$ cat src/rtl/traffic_light_pkg.sv
// -----------------------------------------------------------------------------
// traffic_light_pkg
// Shared definitions for the traffic_light_xing controller:
//   - tl_state_e : controller phase encoding (GREEN, YELLOW, ALL_RED, FLASH)
//   - DEF_*      : default timing constants, in clock cycles
//   - DIR_W      : width of a direction index (up to four approaches)
// No ports; imported by traffic_light_xing and tl_next_dir.
// -----------------------------------------------------------------------------
package traffic_light_pkg;

    typedef enum logic [1:0] {
        ST_GREEN   = 2'd0,
        ST_YELLOW  = 2'd1,
        ST_ALL_RED = 2'd2,
        ST_FLASH   = 2'd3
    } tl_state_e;

    // Direction index width; covers the legal range of 2..4 approaches.
    localparam int unsigned DIR_W = 2;

    localparam int unsigned DEF_N_DIR      = 2;
    localparam int unsigned DEF_CNT_W      = 16;
    localparam int unsigned DEF_G_TIME     = 1024;
    localparam int unsigned DEF_Y_TIME     = 512;
    localparam int unsigned DEF_AR_TIME    = 16;
    localparam int unsigned DEF_MIN_G      = 64;
    localparam int unsigned DEF_FLASH_HALF = 32;

endpackage

$ cat src/rtl/traffic_light_xing_next_dir.sv
// -----------------------------------------------------------------------------
// tl_next_dir
// Round-robin selection of the next direction to serve.
// Scans cur_dir+1, cur_dir+2, ... (modulo N_DIR) and returns the first
// direction with its pending bit set; cur_dir itself is considered last.
// With nothing pending the result is cur_dir+1 modulo N_DIR.
// Ports:
//   cur_dir  in  DIR_W  direction currently served
//   pending  in  N_DIR  pending request bits
//   next_dir out DIR_W  selected next direction
// -----------------------------------------------------------------------------
module tl_next_dir
    import traffic_light_pkg::*;
#(
    parameter int unsigned N_DIR = DEF_N_DIR
) (
    input  logic [DIR_W-1:0] cur_dir,
    input  logic [N_DIR-1:0] pending,
    output logic [DIR_W-1:0] next_dir
);

    localparam int unsigned SUM_W = DIR_W + 2;

    // (base + step) modulo N_DIR; base < N_DIR and step <= N_DIR, so one
    // conditional subtract is enough.
    function automatic logic [DIR_W-1:0] wrap_add(input logic [DIR_W-1:0] base,
                                                  input int step);
        logic [SUM_W-1:0] sum;
        sum = {2'b00, base} + SUM_W'(step);
        if (sum >= SUM_W'(N_DIR)) begin
            sum = sum - SUM_W'(N_DIR);
        end
        return sum[DIR_W-1:0];
    endfunction

    logic [DIR_W-1:0] cand;
    logic [N_DIR-1:0] cand_mask;

    always_comb begin
        // NOTE: every variable gets a default before any conditional write, so
        // no path leaves it unassigned and no latch is inferred.
        next_dir  = wrap_add(cur_dir, 1);
        cand      = '0;
        cand_mask = '0;
        // Scan farthest-first so the nearest pending requester is written last
        // and therefore wins.
        for (int k = int'(N_DIR); k >= 1; k--) begin
            cand      = wrap_add(cur_dir, k);
            cand_mask = N_DIR'(1) << cand;
            if (|(pending & cand_mask)) begin
                next_dir = cand;
            end
        end
    end

endmodule

$ cat src/rtl/traffic_light_xing.sv
// -----------------------------------------------------------------------------
// traffic_light_xing
// Multi-approach intersection controller. Serves one direction at a time with
// GREEN -> YELLOW -> ALL_RED, then picks the next direction round-robin among
// pending requesters. A flash input overrides everything with all-yellow
// blinking; leaving flash goes through ALL_RED to direction 0.
// Ports:
//   clk      in   1      rising-edge clock
//   rst      in   1      synchronous active-high reset
//   pass     in   N_DIR  per-direction request pulses
//   flash    in   1      level, selects night flashing mode
//   R, G, Y  out  N_DIR  registered lamp drives per direction
//   cur_dir  out  2      direction currently served
// -----------------------------------------------------------------------------
module traffic_light_xing
    import traffic_light_pkg::*;
#(
    parameter int unsigned N_DIR      = DEF_N_DIR,
    parameter int unsigned CNT_W      = DEF_CNT_W,
    parameter int unsigned G_TIME     = DEF_G_TIME,
    parameter int unsigned Y_TIME     = DEF_Y_TIME,
    parameter int unsigned AR_TIME    = DEF_AR_TIME,
    parameter int unsigned MIN_G      = DEF_MIN_G,
    parameter int unsigned FLASH_HALF = DEF_FLASH_HALF
) (
    input  logic             clk,
    input  logic             rst,
    input  logic [N_DIR-1:0] pass,
    input  logic             flash,
    output logic [N_DIR-1:0] R,
    output logic [N_DIR-1:0] G,
    output logic [N_DIR-1:0] Y,
    output logic [1:0]       cur_dir
);

    // The phase timer holds (cycles spent in the phase - 1), so a phase of
    // length T ends on the cycle where the timer equals T-1.
    localparam logic [CNT_W-1:0] G_LAST     = CNT_W'(G_TIME - 1);
    localparam logic [CNT_W-1:0] Y_LAST     = CNT_W'(Y_TIME - 1);
    localparam logic [CNT_W-1:0] AR_LAST    = CNT_W'(AR_TIME - 1);
    localparam logic [CNT_W-1:0] FLASH_LAST = CNT_W'(FLASH_HALF - 1);
    localparam logic [CNT_W-1:0] MIN_G_LAST = CNT_W'(MIN_G - 1);
    localparam logic [CNT_W-1:0] CNT_ONE    = CNT_W'(1);

    tl_state_e        state_q, state_d;
    logic [DIR_W-1:0] dir_q, dir_d;
    logic [CNT_W-1:0] timer_q, timer_d, timer_inc;
    // Green time since entering GREEN; unlike the phase timer it is not
    // restarted by a same-direction reload.
    logic [CNT_W-1:0] g_elapsed_q, g_elapsed_d, g_elapsed_inc;
    logic [N_DIR-1:0] pending_q, pending_d;
    logic             flash_y_q, flash_y_d;
    // Set while the ALL_RED that follows FLASH is running; forces direction 0.
    logic             post_flash_q, post_flash_d;
    logic [N_DIR-1:0] r_q, r_d, g_q, g_d, y_q, y_d;

    logic [N_DIR-1:0] req;
    logic [N_DIR-1:0] cur_mask;
    logic [N_DIR-1:0] next_mask;
    logic [N_DIR-1:0] lamp_mask;
    logic             own_req;
    logic             other_req;
    logic [DIR_W-1:0] rr_dir;

    // Requests seen this cycle: latched ones plus pulses arriving now.
    assign req       = pending_q | pass;
    assign cur_mask  = N_DIR'(1) << dir_q;
    assign own_req   = |(pass & cur_mask);
    assign other_req = |(req & ~cur_mask);

    tl_next_dir #(
        .N_DIR (N_DIR)
    ) u_next_dir (
        .cur_dir  (dir_q),
        .pending  (req),
        .next_dir (rr_dir)
    );

    always_comb begin
        timer_inc     = (&timer_q)     ? timer_q     : timer_q + CNT_ONE;
        g_elapsed_inc = (&g_elapsed_q) ? g_elapsed_q : g_elapsed_q + CNT_ONE;

        state_d      = state_q;
        dir_d        = dir_q;
        timer_d      = timer_inc;
        g_elapsed_d  = g_elapsed_inc;
        pending_d    = req;
        flash_y_d    = flash_y_q;
        post_flash_d = post_flash_q;
        next_mask    = '0;

        if (flash) begin
            // Flash overrides every phase; requests are dropped meanwhile.
            pending_d = '0;
            if (state_q != ST_FLASH) begin
                state_d   = ST_FLASH;
                timer_d   = '0;
                flash_y_d = 1'b1;
            end else if (timer_q == FLASH_LAST) begin
                timer_d   = '0;
                flash_y_d = ~flash_y_q;
            end
        end else begin
            unique case (state_q)
                ST_GREEN: begin
                    // A pulse from the served direction is consumed by the
                    // reload below and is never left pending.
                    pending_d = req & ~cur_mask;
                    if (other_req && (g_elapsed_q >= MIN_G_LAST)) begin
                        state_d = ST_YELLOW;
                        timer_d = '0;
                    end else if (own_req && !other_req) begin
                        timer_d = '0;
                    end else if (timer_q == G_LAST) begin
                        state_d = ST_YELLOW;
                        timer_d = '0;
                    end
                end
                ST_YELLOW: begin
                    if (timer_q == Y_LAST) begin
                        state_d = ST_ALL_RED;
                        timer_d = '0;
                    end
                end
                ST_ALL_RED: begin
                    if (timer_q == AR_LAST) begin
                        state_d      = ST_GREEN;
                        timer_d      = '0;
                        g_elapsed_d  = '0;
                        dir_d        = post_flash_q ? '0 : rr_dir;
                        post_flash_d = 1'b0;
                        next_mask    = N_DIR'(1) << dir_d;
                        pending_d    = req & ~next_mask;
                    end
                end
                ST_FLASH: begin
                    state_d      = ST_ALL_RED;
                    timer_d      = '0;
                    post_flash_d = 1'b1;
                    pending_d    = '0;
                end
                default: begin
                    state_d = ST_ALL_RED;
                    timer_d = '0;
                end
            endcase
        end

        // Lamps are decoded from the next state so the registered outputs
        // line up with the phase they describe.
        lamp_mask = N_DIR'(1) << dir_d;
        r_d       = '0;
        g_d       = '0;
        y_d       = '0;
        unique case (state_d)
            ST_GREEN: begin
                g_d = lamp_mask;
                r_d = ~lamp_mask;
            end
            ST_YELLOW: begin
                y_d = lamp_mask;
                r_d = ~lamp_mask;
            end
            ST_ALL_RED: begin
                r_d = '1;
            end
            ST_FLASH: begin
                y_d = {N_DIR{flash_y_d}};
            end
            default: begin
                r_d = '1;
            end
        endcase
    end

    always_ff @(posedge clk) begin
        // NOTE: state is updated with non-blocking assignments so every flop
        // samples the pre-edge values regardless of statement order.
        if (rst) begin
            state_q      <= ST_GREEN;
            dir_q        <= '0;
            timer_q      <= '0;
            g_elapsed_q  <= '0;
            pending_q    <= '0;
            flash_y_q    <= 1'b0;
            post_flash_q <= 1'b0;
            g_q          <= N_DIR'(1);
            r_q          <= ~(N_DIR'(1));
            y_q          <= '0;
        end else begin
            state_q      <= state_d;
            dir_q        <= dir_d;
            timer_q      <= timer_d;
            g_elapsed_q  <= g_elapsed_d;
            pending_q    <= pending_d;
            flash_y_q    <= flash_y_d;
            post_flash_q <= post_flash_d;
            g_q          <= g_d;
            r_q          <= r_d;
            y_q          <= y_d;
        end
    end

    assign R       = r_q;
    assign G       = g_q;
    assign Y       = y_q;
    assign cur_dir = dir_q;

endmodule

$ cat config.mk
export PLATFORM = sky130hd
export DESIGN_NAME = traffic_light_xing
export DESIGN_NICKNAME = d
export VERILOG_FILES = /design/src/rtl/traffic_light_pkg.sv /design/src/rtl/traffic_light_xing_next_dir.sv /design/src/rtl/traffic_light_xing.sv
export SDC_FILE = /design/constraint.sdc
export NUM_CORES = 1
export LEC_CHECK = 0
export CAP_MARGIN = 20
export CORE_ASPECT_RATIO = 1.25
export CORE_MARGIN = 8
export CORE_UTILIZATION = 45
export CTS_BUF_LIST = sky130_fd_sc_hd__clkbuf_2
export CTS_CLUSTER_SIZE = 30
export DETAILED_ROUTE_END_ITERATION = 12
export PLACE_DENSITY_LB_ADDON = 0.08
export SLEW_MARGIN = 20
export SYNTH_ARGS = -nofsm -noshare
export SYNTH_HDL_FRONTEND = slang
export SYNTH_SLANG_ARGS = --single-unit
$ cat constraint.sdc
create_clock -name clk -period 2.7 [get_ports clk]
set_input_delay 0.27 -clock clk [delete_from_list [all_inputs] [get_ports clk]]
set_output_delay 0.27 -clock clk [all_outputs]
set_load 0.05 [all_outputs]
### After elaboration in Yosys (flattened, before gate mapping)

Cells that the tools add are included.

* flip-flop bits (word level): 46
* input port bits: 5
* output and inout port bits: 8
* word-level logic and storage cells: 105

* add/sub/neg operators: 6
* $lt $le $gt $ge: 3
* eq/ne operators: 12
* shift operators: 5
* multiplexer cells: 40
* bitwise gates (word level): 12
* reductions and logical operators: 16

Operators with widths (count)
* 2-to-1 mux 16 bit: 13
* one-hot mux 16 bit (4 select lines): 1
* adder 16 x 1 -> 16 bit, second input constant: 2
* 2-to-1 mux 2 bit: 16
* AND reduction 16 bit: 2
* equality test 16 x 10 -> 1 bit, second input constant: 1
* equality test 16 x 4 -> 1 bit, second input constant: 1
* equality test 16 x 5 -> 1 bit, second input constant: 1
* equality test 16 x 9 -> 1 bit, second input constant: 1
* greater-or-equal comparator 16 x 6 -> 1 bit, second input constant: 1
* OR reduction 2 bit: 7
* bitwise AND 2 bit: 5
* << shifter 1 x 2 -> 2 bit, first input constant: 5
* equality test 2 bit, second input constant: 4
* one-hot mux 2 bit (2 select lines): 2
* one-hot mux 2 bit (4 select lines): 1
* greater-or-equal comparator 3 x 2 -> 1 bit, second input constant: 2
* inverter 2 bit: 3
* one-hot mux 2 bit (3 select lines): 1
* 2-to-1 mux 1 bit: 5
* equality test 2 x 1 -> 1 bit, second input constant: 2
* zero test 2 bit: 2
* inequality test 2 bit, second input constant: 2
* subtractor 2 bit, second input constant: 2
* other kinds (9): 12

### Longest topological paths before layout

Gate-level depths: netlist of the first run.

* word-level depth: 15
* mapped depth: 8
* depth with buffers taken out: 6

### Hierarchy

A second synthesis of the first run with hierarchy kept.

* cells, all modules: 288
* area total of the unflattened synthesis: 2452.4 µm²

By module, submodules not included
* traffic_light_xing: times used 1, cells an instance 284, area an instance 2423.6 µm², sequential area each 920.9 µm²
* tl_next_dir: times used 1, cells an instance 4, area an instance 28.8 µm², sequential area each 0.0 µm²

### Least setup slack after synthesis of the first run

Ideal clock, no wire load.

* path kind: register to register
* start: register dir_q[0], in the netlist cur_dir[0]
* end: register timer_q[10]
* library setup time: 133 ps
* arrival time: 2324 ps
* data required time: 2567 ps
* slack: 243 ps
* stages on the path, launching flop included: 8
* buffers on the path: 2
* period minus slack after synthesis: 2457 ps
* cell sequence: dfxtp_1 > clkbuf_1 > or4b_2 > a21oi_1 > a2111oi_0 > a211oi_2 > buf_2 > a21oi_1

* cells in the longest elaborated chain, start to end: 10
* elaborated cells on any way between the ends: 13
* those cells by class: 1 x shift; 4 x mux; 3 x bitwise; 5 x reduce/logical

RTL lines
* from (decl): RTL line traffic_light_xing.sv:46 `logic [DIR_W-1:0] dir_q, dir_d;`
* from (signal assigned): RTL line traffic_light_xing.sv:192 `dir_q <= dir_d;`
* << shifter 1 x 2 -> 2 bit *: RTL line traffic_light_xing.sv:67 `assign cur_mask = N_DIR'(1) << dir_q;`
* inverter 2 bit: RTL line traffic_light_xing.sv:69 `assign other_req = |(req & ~cur_mask);`
* bitwise AND 2 bit: RTL line traffic_light_xing.sv:69
* OR reduction 2 bit: RTL line traffic_light_xing.sv:69
* zero test 1 bit: RTL line traffic_light_xing.sv:112 `end else if (own_req && !other_req) begin`
* logical AND 1 bit: RTL line traffic_light_xing.sv:112
* 2-to-1 mux 16 bit: RTL line traffic_light_xing.sv:112
* 2-to-1 mux 16 bit *: RTL line traffic_light_xing.sv:109 `if (other_req && (g_elapsed_q >= MIN_G_LAST)) begin`
* one-hot mux 16 bit (4 select lines) *: RTL line traffic_light_xing.sv:104 `unique case (state_q)`
* 2-to-1 mux 16 bit *: RTL line traffic_light_xing.sv:92 `if (flash) begin`
* to (signal assigned): RTL line traffic_light_xing.sv:193 `timer_q <= timer_d;`
* to (decl): RTL line traffic_light_xing.sv:47 `logic [CNT_W-1:0] timer_q, timer_d, timer_inc;`

Mark *: on every way between the ends. The rest lies on a longest branch, timed or not.
A chain may end at the register's enable or synchronous reset.

### Final worst setup path of the first run

* start: register timer_q[10]
* end: register g_q[0], in the netlist G[0]

* cells in the longest elaborated chain, start to end: 8
* elaborated cells on any way between the ends: 16
* those cells by class: 3 x eq/ne; 1 x shift; 11 x mux; 1 x reduce/logical

RTL lines
* equality test 16 x 10 -> 1 bit: RTL line traffic_light_xing.sv:114 `end else if (timer_q == G_LAST) begin`
* 2-to-1 mux 2 bit: RTL line traffic_light_xing.sv:114
* 2-to-1 mux 2 bit: RTL line traffic_light_xing.sv:112
* 2-to-1 mux 2 bit: RTL line traffic_light_xing.sv:109
* one-hot mux 2 bit (4 select lines): RTL line traffic_light_xing.sv:104
* 2-to-1 mux 2 bit: RTL line traffic_light_xing.sv:92
* zero test 2 bit: RTL line traffic_light_xing.sv:155 `unique case (state_d)`
* 2-to-1 mux 1 bit *: RTL line traffic_light_xing.sv:155
* to (signal assigned): RTL line traffic_light_xing.sv:198 `g_q <= g_d;`
* to (decl): RTL line traffic_light_xing.sv:55 `logic [N_DIR-1:0] r_q, r_d, g_q, g_d, y_q, y_d;`

Marks and branches as above.

==> metrics.yaml, run 1 <==
synth:
  synth_edf_count: 0
  yosysWarnings: 0
  post-synth-top-area-fraction_pct: 37.9
  synth.lib_cells_used.distinct: 54
  synthArstFlopShare_pct: 0
  yosys_register_bits: 46
  syn_avg_cell_area_um2: 8.49
  syn_inst: 286
  synth_top_flop_cell: "sky130_fd_sc_hd__dfxtp_1"
  cell_type_with_the_highest_aggregate_area_in_the_netlist: "sky130_fd_sc_hd__dfxtp_1"
  seq_area_frac_synth_pct: 37.9
  postSynthNetCount: 293
  synthTopCellsByArea: "sky130_fd_sc_hd__dfxtp_1 (38%), sky130_fd_sc_hd__a21oi_1 (5.6%), sky130_fd_sc_hd__nor2_1 (4.0%)"
  syn-cell-area_um2: 2430
die:
  placeable_core_region_um2: 5330
  die_h_um: 98.1
  initial_core_util_pct: 45.5
  die_width_um: 81.7
  die-area_um2: 8020
  row_count: 30
  pin_count: 13
critical_path:
  timing.critical_path.arrival_ps: 2770
  crit_path_end: "G[0]"
  crit_path_max_fanout: 6
  worstReg2RegEnd: "G[0]"
  timing.critical_path.required_ps: 3030
  critical_path.reg2reg.startpoint: "timer_q[10]"
  sort_of_element_at_the_end_of_the_critical_path: "flip-flop"
  critical_path_class: "reg -> reg"
  critPathLaunchType: "flip-flop"
  worst-r2r-cell-count: 5
  r2r_setup_slack_ps: 250
  cp-startpoint: "timer_q[10]"
clocking:
  postCtsSetupBuffers: 0
  cts_htree_levels: 2
  clkSlewWorstSetupHoldPaths_ps: 220
  clock-root-buffer: "sky130_fd_sc_hd__clkbuf_2"
  cts_made_buffers: 5
  cts_tree: "yes"
  clock_latency_ps: 390
  cts.path.max_buffers: 2
  clock_sinks: 46
  cts_resized: 0
  holdBufCountCts: 0
route:
  route.detailed.drc: 0
  drt_first_iter_violations: 178
  antenna_violating_nets_post_route: 0
  dr_total_vias: 2203
  dr.pass1.iters: 5
  wirelength_mm: 5.80
  detail_route.wl_per_cell_um: 15.7
  viasPerCell: 5.97
finish:
  most-common-layout-cells: "sky130_fd_sc_hd__dfxtp_1 (46), sky130_fd_sc_hd__a21oi_1 (27), sky130_fd_sc_hd__nor2_1 (26)"
  fraction_of_the_core_area_covered_by_cells_at_the_end_of_the_flow_pct: 50.9
  finalInstanceArea_um2: 2720
  num_antenna_cells: 0
  layout.nets: 312
  final.fill_count: 542
  layout-drive-gt1-share_pct: 10.5
  flow.area_growth_from_synthesis_pct: 11.9
  mostFrequentLayoutCell: "sky130_fd_sc_hd__dfxtp_1"
global_routing:
  grt_antenna_before_repair: 0
  overflow: 0
  grt_max_degree: 17
  via_count_of_the_first_global_routing_pass: 2181
  grt_util_all_layers_pct: 15.3
  grt_first_pass_wirelength_mm: 10.1
sta:
  final.min_clock_period_ps: 2450
  setup-violations-final: 0
  setup_repair_after_global_routing_missed_its_margin: "no"
  fin_setup_tns_ps: 0
  timing.slew.headroom_pct: 66.9
  max_freq_mhz: 409
  slew_violations: 0
  skew_ps: 13.6
  hold_viol_final: 0
  holdWs_ps: 521
  final_worst_path_period_share_pct: 90.6
  timing_worst_slew_pin_value_ps: 484
placed_design:
  gpl.final_weighted_congestion: 0.841
  numPortBuffers: 12
  detailedPlacementHpwl_mm: 4.11
  placedInstanceArea_um2: 2680
pwr:
  seqPwrFrac_pct: 64.4
  max-vdd-ir-drop_uv: 304
  total_internal_power_uw: 812
  clkPwrFrac_pct: 24.9
  p_sw_share_pct: 26.7
  power_switching_uw: 296
  cellLeakagePower_uw: 0.000929
  share_comb_of_total_power_pct: 10.7
  report.power.total_uw: 1110
  cellPowerDensity_nw_per_um2: 408
run_status:
  result_of_the_run: "finished, final reports clean"
job:
  drv_cap: 0
hold_path:
  min-delay-path-class: "reg -> reg"
## per-layer routing
layer / share of wire, % / vias to the layer above / GRT usage, %
met5: 0 / - / 0
met4: 0.83 / 0 / 4.61
met3: 3.6 / 4 / 3.22
met2: 50 / 36 / 25.8
met1: 46 / 1034 / 18.5
li1: - / 1129 / -
## Yosys cell counts (2+ instances only)
cell	count
sky130_fd_sc_hd__a211oi_1	4
sky130_fd_sc_hd__a21bo_1	2
sky130_fd_sc_hd__a21oi_1	27
sky130_fd_sc_hd__a221oi_1	2
sky130_fd_sc_hd__a22oi_1	3
sky130_fd_sc_hd__and2_1	3
sky130_fd_sc_hd__and3_1	6
sky130_fd_sc_hd__and4_1	7
sky130_fd_sc_hd__buf_2	3
sky130_fd_sc_hd__clkbuf_1	12
sky130_fd_sc_hd__dfxtp_1	46
sky130_fd_sc_hd__ha_1	2
sky130_fd_sc_hd__inv_1	5
sky130_fd_sc_hd__mux2i_1	2
sky130_fd_sc_hd__nand2_1	14
sky130_fd_sc_hd__nand3_1	16
sky130_fd_sc_hd__nand3b_1	2
sky130_fd_sc_hd__nand4_1	8
sky130_fd_sc_hd__nor2_1	26
sky130_fd_sc_hd__nor3_1	9
sky130_fd_sc_hd__nor4_1	9
sky130_fd_sc_hd__nor4b_1	3
sky130_fd_sc_hd__o2111ai_1	3
sky130_fd_sc_hd__o211ai_1	2
sky130_fd_sc_hd__o21ai_0	9
sky130_fd_sc_hd__o21ai_1	3
sky130_fd_sc_hd__or3_1	3
sky130_fd_sc_hd__or4_1	7
sky130_fd_sc_hd__or4b_2	4
sky130_fd_sc_hd__xnor2_1	11
sky130_fd_sc_hd__xor2_1	10
## sequential cells by signal, indices dropped and copies added, names as in the netlist
register and count:
G 2, flash_y_q 1, g_elapsed_q 16, state_q 2, timer_q 16, pending_q 2
Y 2, cur_dir 2, R 2, post_flash_q 1
## kinds of logic (layout without fill, tap and decap cells)
logic type      Yosys count  in the layout  synth area share, %
xor+xnor                 21             21                 7.58
mux                       2              2                0.825
flops                    46             46                 37.9
fa+ha+maj                 2              2                 1.03
buf+inv                  21             40                 3.40
compound gates           72             72                 20.0
simple gates            122            122                 29.2
## worst min path at each step
stage	start	end	slack, ps	cells past startpoint
finish	g_elapsed_q[1]	g_elapsed_q[1]	520	2
global route	rst	Y[1]	560	3
CTS	g_elapsed_q[1]	g_elapsed_q[1]	520	2
detailed placement	g_elapsed_q[1]	g_elapsed_q[1]	490	2
global placement	g_elapsed_q[1]	g_elapsed_q[1]	490	2
floorplan	flash	R[1]	370	1
## power groups by stage
stage | registers (uW) | clock network, uW | logic, uW
after floorplan | 733 | 0 | 68.0
after global placement | 726 | 0 | 117
after detailed placement | 727 | 0 | 118
after CTS | 713 | 283 | 119
after global routing | 717 | 311 | 130
final | 714 | 276 | 119
## final cells by class
class	count	area [um^2]	area share, %
well taps	64	80.1	2.95
flip-flops and latches	46	921	33.9
clock buffers	7	35.0	1.29
inverters	6	22.5	0.829
multi-input cells	219	1420	52.4
repair buffers	27	233	8.57
## stage by stage
stage	worst slack (ps)	std cells
6_report	254	369
5_1_grt	149	369
4_1_cts	255	369
3_5_place_dp	198	362
3_3_place_gp	270	362
2_1_floorplan	243	286
## worst max-delay path: stages, from the launching register on
cell and delay [ps]:
sky130_fd_sc_hd__dfxtp_1 400, sky130_fd_sc_hd__or4_1 550, sky130_fd_sc_hd__or4_4 450, sky130_fd_sc_hd__or4b_4 550, sky130_fd_sc_hd__and2_1 200, sky130_fd_sc_hd__a41o_1 220
(Power assumes the default switching activity.)
==> run 2: changes to the inputs <==
--- a/config.mk
+++ b/config.mk
@@ -8,7 +8,7 @@
 export CAP_MARGIN = 20
 export CORE_ASPECT_RATIO = 1.25
 export CORE_MARGIN = 8
-export CORE_UTILIZATION = 45
+export CORE_UTILIZATION = 47
 export CTS_BUF_LIST = sky130_fd_sc_hd__clkbuf_2
 export CTS_CLUSTER_SIZE = 30
 export DETAILED_ROUTE_END_ITERATION = 12
==> metrics.yaml, run 2 (synthesized netlist as in run 1, its figures left out) <==
run_status:
  result_of_the_run: "finished, final reports clean"
global_routing:
  via_count_of_the_first_global_routing_pass: 2122
  grt_util_all_layers_pct: 15.8
  grt_first_pass_wirelength_mm: 9.83
  grt_antenna_before_repair: 0
  overflow: 0
  grt_max_degree: 17
critical_path:
  r2r_setup_slack_ps: 180
  cp_num_buf_inv: 0
  cp-startpoint: "timer_q[10]"
  timing.critical_path.arrival_ps: 2860
  crit_path_max_fanout: 6
  worstReg2RegEnd: "G[0]"
  worst-r2r-cell-count: 5
  timing.critical_path.required_ps: 3040
  critical_path.slowest_cell: "sky130_fd_sc_hd__or4_1"
  critPathLaunchType: "flip-flop"
  cpPeakStageDelay_ps: 600
  cp_top_family: "simple AND/OR/NAND/NOR gates"
  worst-path-stages: 5
  crit_path_end: "G[0]"
  critical_path.reg2reg.startpoint: "timer_q[10]"
  critical_path_class: "reg -> reg"
  sort_of_element_at_the_end_of_the_critical_path: "flip-flop"
  worstPathCellList: "or4_1, or4_4, or4b_4, and2_1, a41o_1"
route:
  antenna_violating_nets_post_route: 0
  dr.pass1.iters: 6
  drt_first_iter_violations: 186
  route.detailed.drc: 0
  viasPerCell: 6.13
  dr_total_vias: 2242
  detail_route.wl_per_cell_um: 15.4
  wirelength_mm: 5.65
placed_design:
  place_worst_setup_slack_ps: 216
  numPortBuffers: 12
  gpl.final_weighted_congestion: 0.869
  detailedPlacementHpwl_mm: 4.09
clocking:
  postCtsSetupBuffers: 0
  cts_made_buffers: 5
  cts_tree: "yes"
  clock_sinks: 46
  cts.path.max_buffers: 2
  holdBufCountCts: 0
  clock-root-buffer: "sky130_fd_sc_hd__clkbuf_2"
  clock_latency_ps: 410
  clkSlewWorstSetupHoldPaths_ps: 220
  cts_resized: 0
  cts_htree_levels: 2
hold_path:
  min-delay-path-class: "in -> reg"
  worst_hold_path.num_cells: 3
finish:
  total_area_of_multi_input_combinational_cells_um2: 1420
  final.fill_count: 492
  num_antenna_cells: 0
  most-common-layout-cells: "sky130_fd_sc_hd__dfxtp_1 (46), sky130_fd_sc_hd__a21oi_1 (27), sky130_fd_sc_hd__nor2_1 (26)"
  layout.nets: 311
  layout-drive-gt1-share_pct: 10.2
  top_regs: "g_elapsed_q (16), timer_q (16)"
  flow.area_growth_from_synthesis_pct: 11.4
  seq_cell_area_um2: 921
  mostFrequentLayoutCell: "sky130_fd_sc_hd__dfxtp_1"
sta:
  timing.slew.headroom_pct: 65.8
  setup_repair_after_global_routing_missed_its_margin: "no"
  timing_worst_slew_pin_value_ps: 500
  hold_viol_final: 0
  slew_violations: 0
  final.min_clock_period_ps: 2520
  max_freq_mhz: 397
  skew_ps: 21.5
  fin_setup_tns_ps: 0
  worst_slack_ps: 178
  final_worst_path_period_share_pct: 93.4
  setup-violations-final: 0
die:
  pin_count: 13
  die-area_um2: 7730
  die_h_um: 96.3
  row_count: 29
  die_width_um: 80.3
  placeable_core_region_um2: 5040
  initial_core_util_pct: 48.1
pwr:
  cellPowerDensity_nw_per_um2: 410
  max-vdd-ir-drop_uv: 241
  cellLeakagePower_uw: 0.000923
job:
  drv_cap: 0
run 2: cell types whose count changed in the layout (fill, tap and decap cells not counted), sizes merged:
cell,delta
buf,-1
run 2: cell type report:
class | count | area share [%]
well taps | 62 | 2.87
flip-flops and latches | 46 | 34.0
repair buffers | 26 | 8.33
clock buffers | 7 | 1.30
inverters | 6 | 0.833
multi-input cells | 219 | 52.6
run 2: worst min path at each step:
stage / end / slack, ps / start
final: R[1] / 510 / rst
after global routing: R[1] / 490 / rst
after CTS: R[1] / 490 / rst
after detailed placement: g_elapsed_q[1] / 490 / g_elapsed_q[1]
after global placement: g_elapsed_q[1] / 490 / g_elapsed_q[1]
after floorplan: R[1] / 370 / flash
run 2: tightest hold or removal path: cells and delay by family:
kind,cells,cell delay [ps]
AOI/OAI and AO/OA,1,80
buffers and inverters,2,560
run 2: per-layer routing:
| layer | track usage [%] | vias up | wire (um) |
|---|---|---|---|
| li1 | - | 1131 | - |
| met4 | 5.78 | 0 | 91 |
| met3 | 3.74 | 10 | 223 |
| met2 | 27.4 | 59 | 2810 |
| met1 | 18.4 | 1042 | 2520 |
| met5 | 0 | - | 0 |
run 2: power breakdown:
| group | switching (uW) | internal [uW] |
|---|---|---|
| logic | 69.7 | 49.2 |
| registers | 17.1 | 696 |
| clock network | 211 | 67.4 |
run 2: per-stage QoR:
stage / std cells / util, % / hold WS, ps / total power, uW / cell area (um^2)
detailed placement: 359 / 52.9 / 493 / 845 / 2670
global placement: 359 / 52.9 / 491 / 845 / 2670
finish: 366 / 53.6 / 509 / 1110 / 2710
CTS: 366 / 53.6 / 495 / 1120 / 2710
global route: 366 / 53.6 / 489 / 1170 / 2710
floorplan: 286 / - / 370 / 802 / 2430
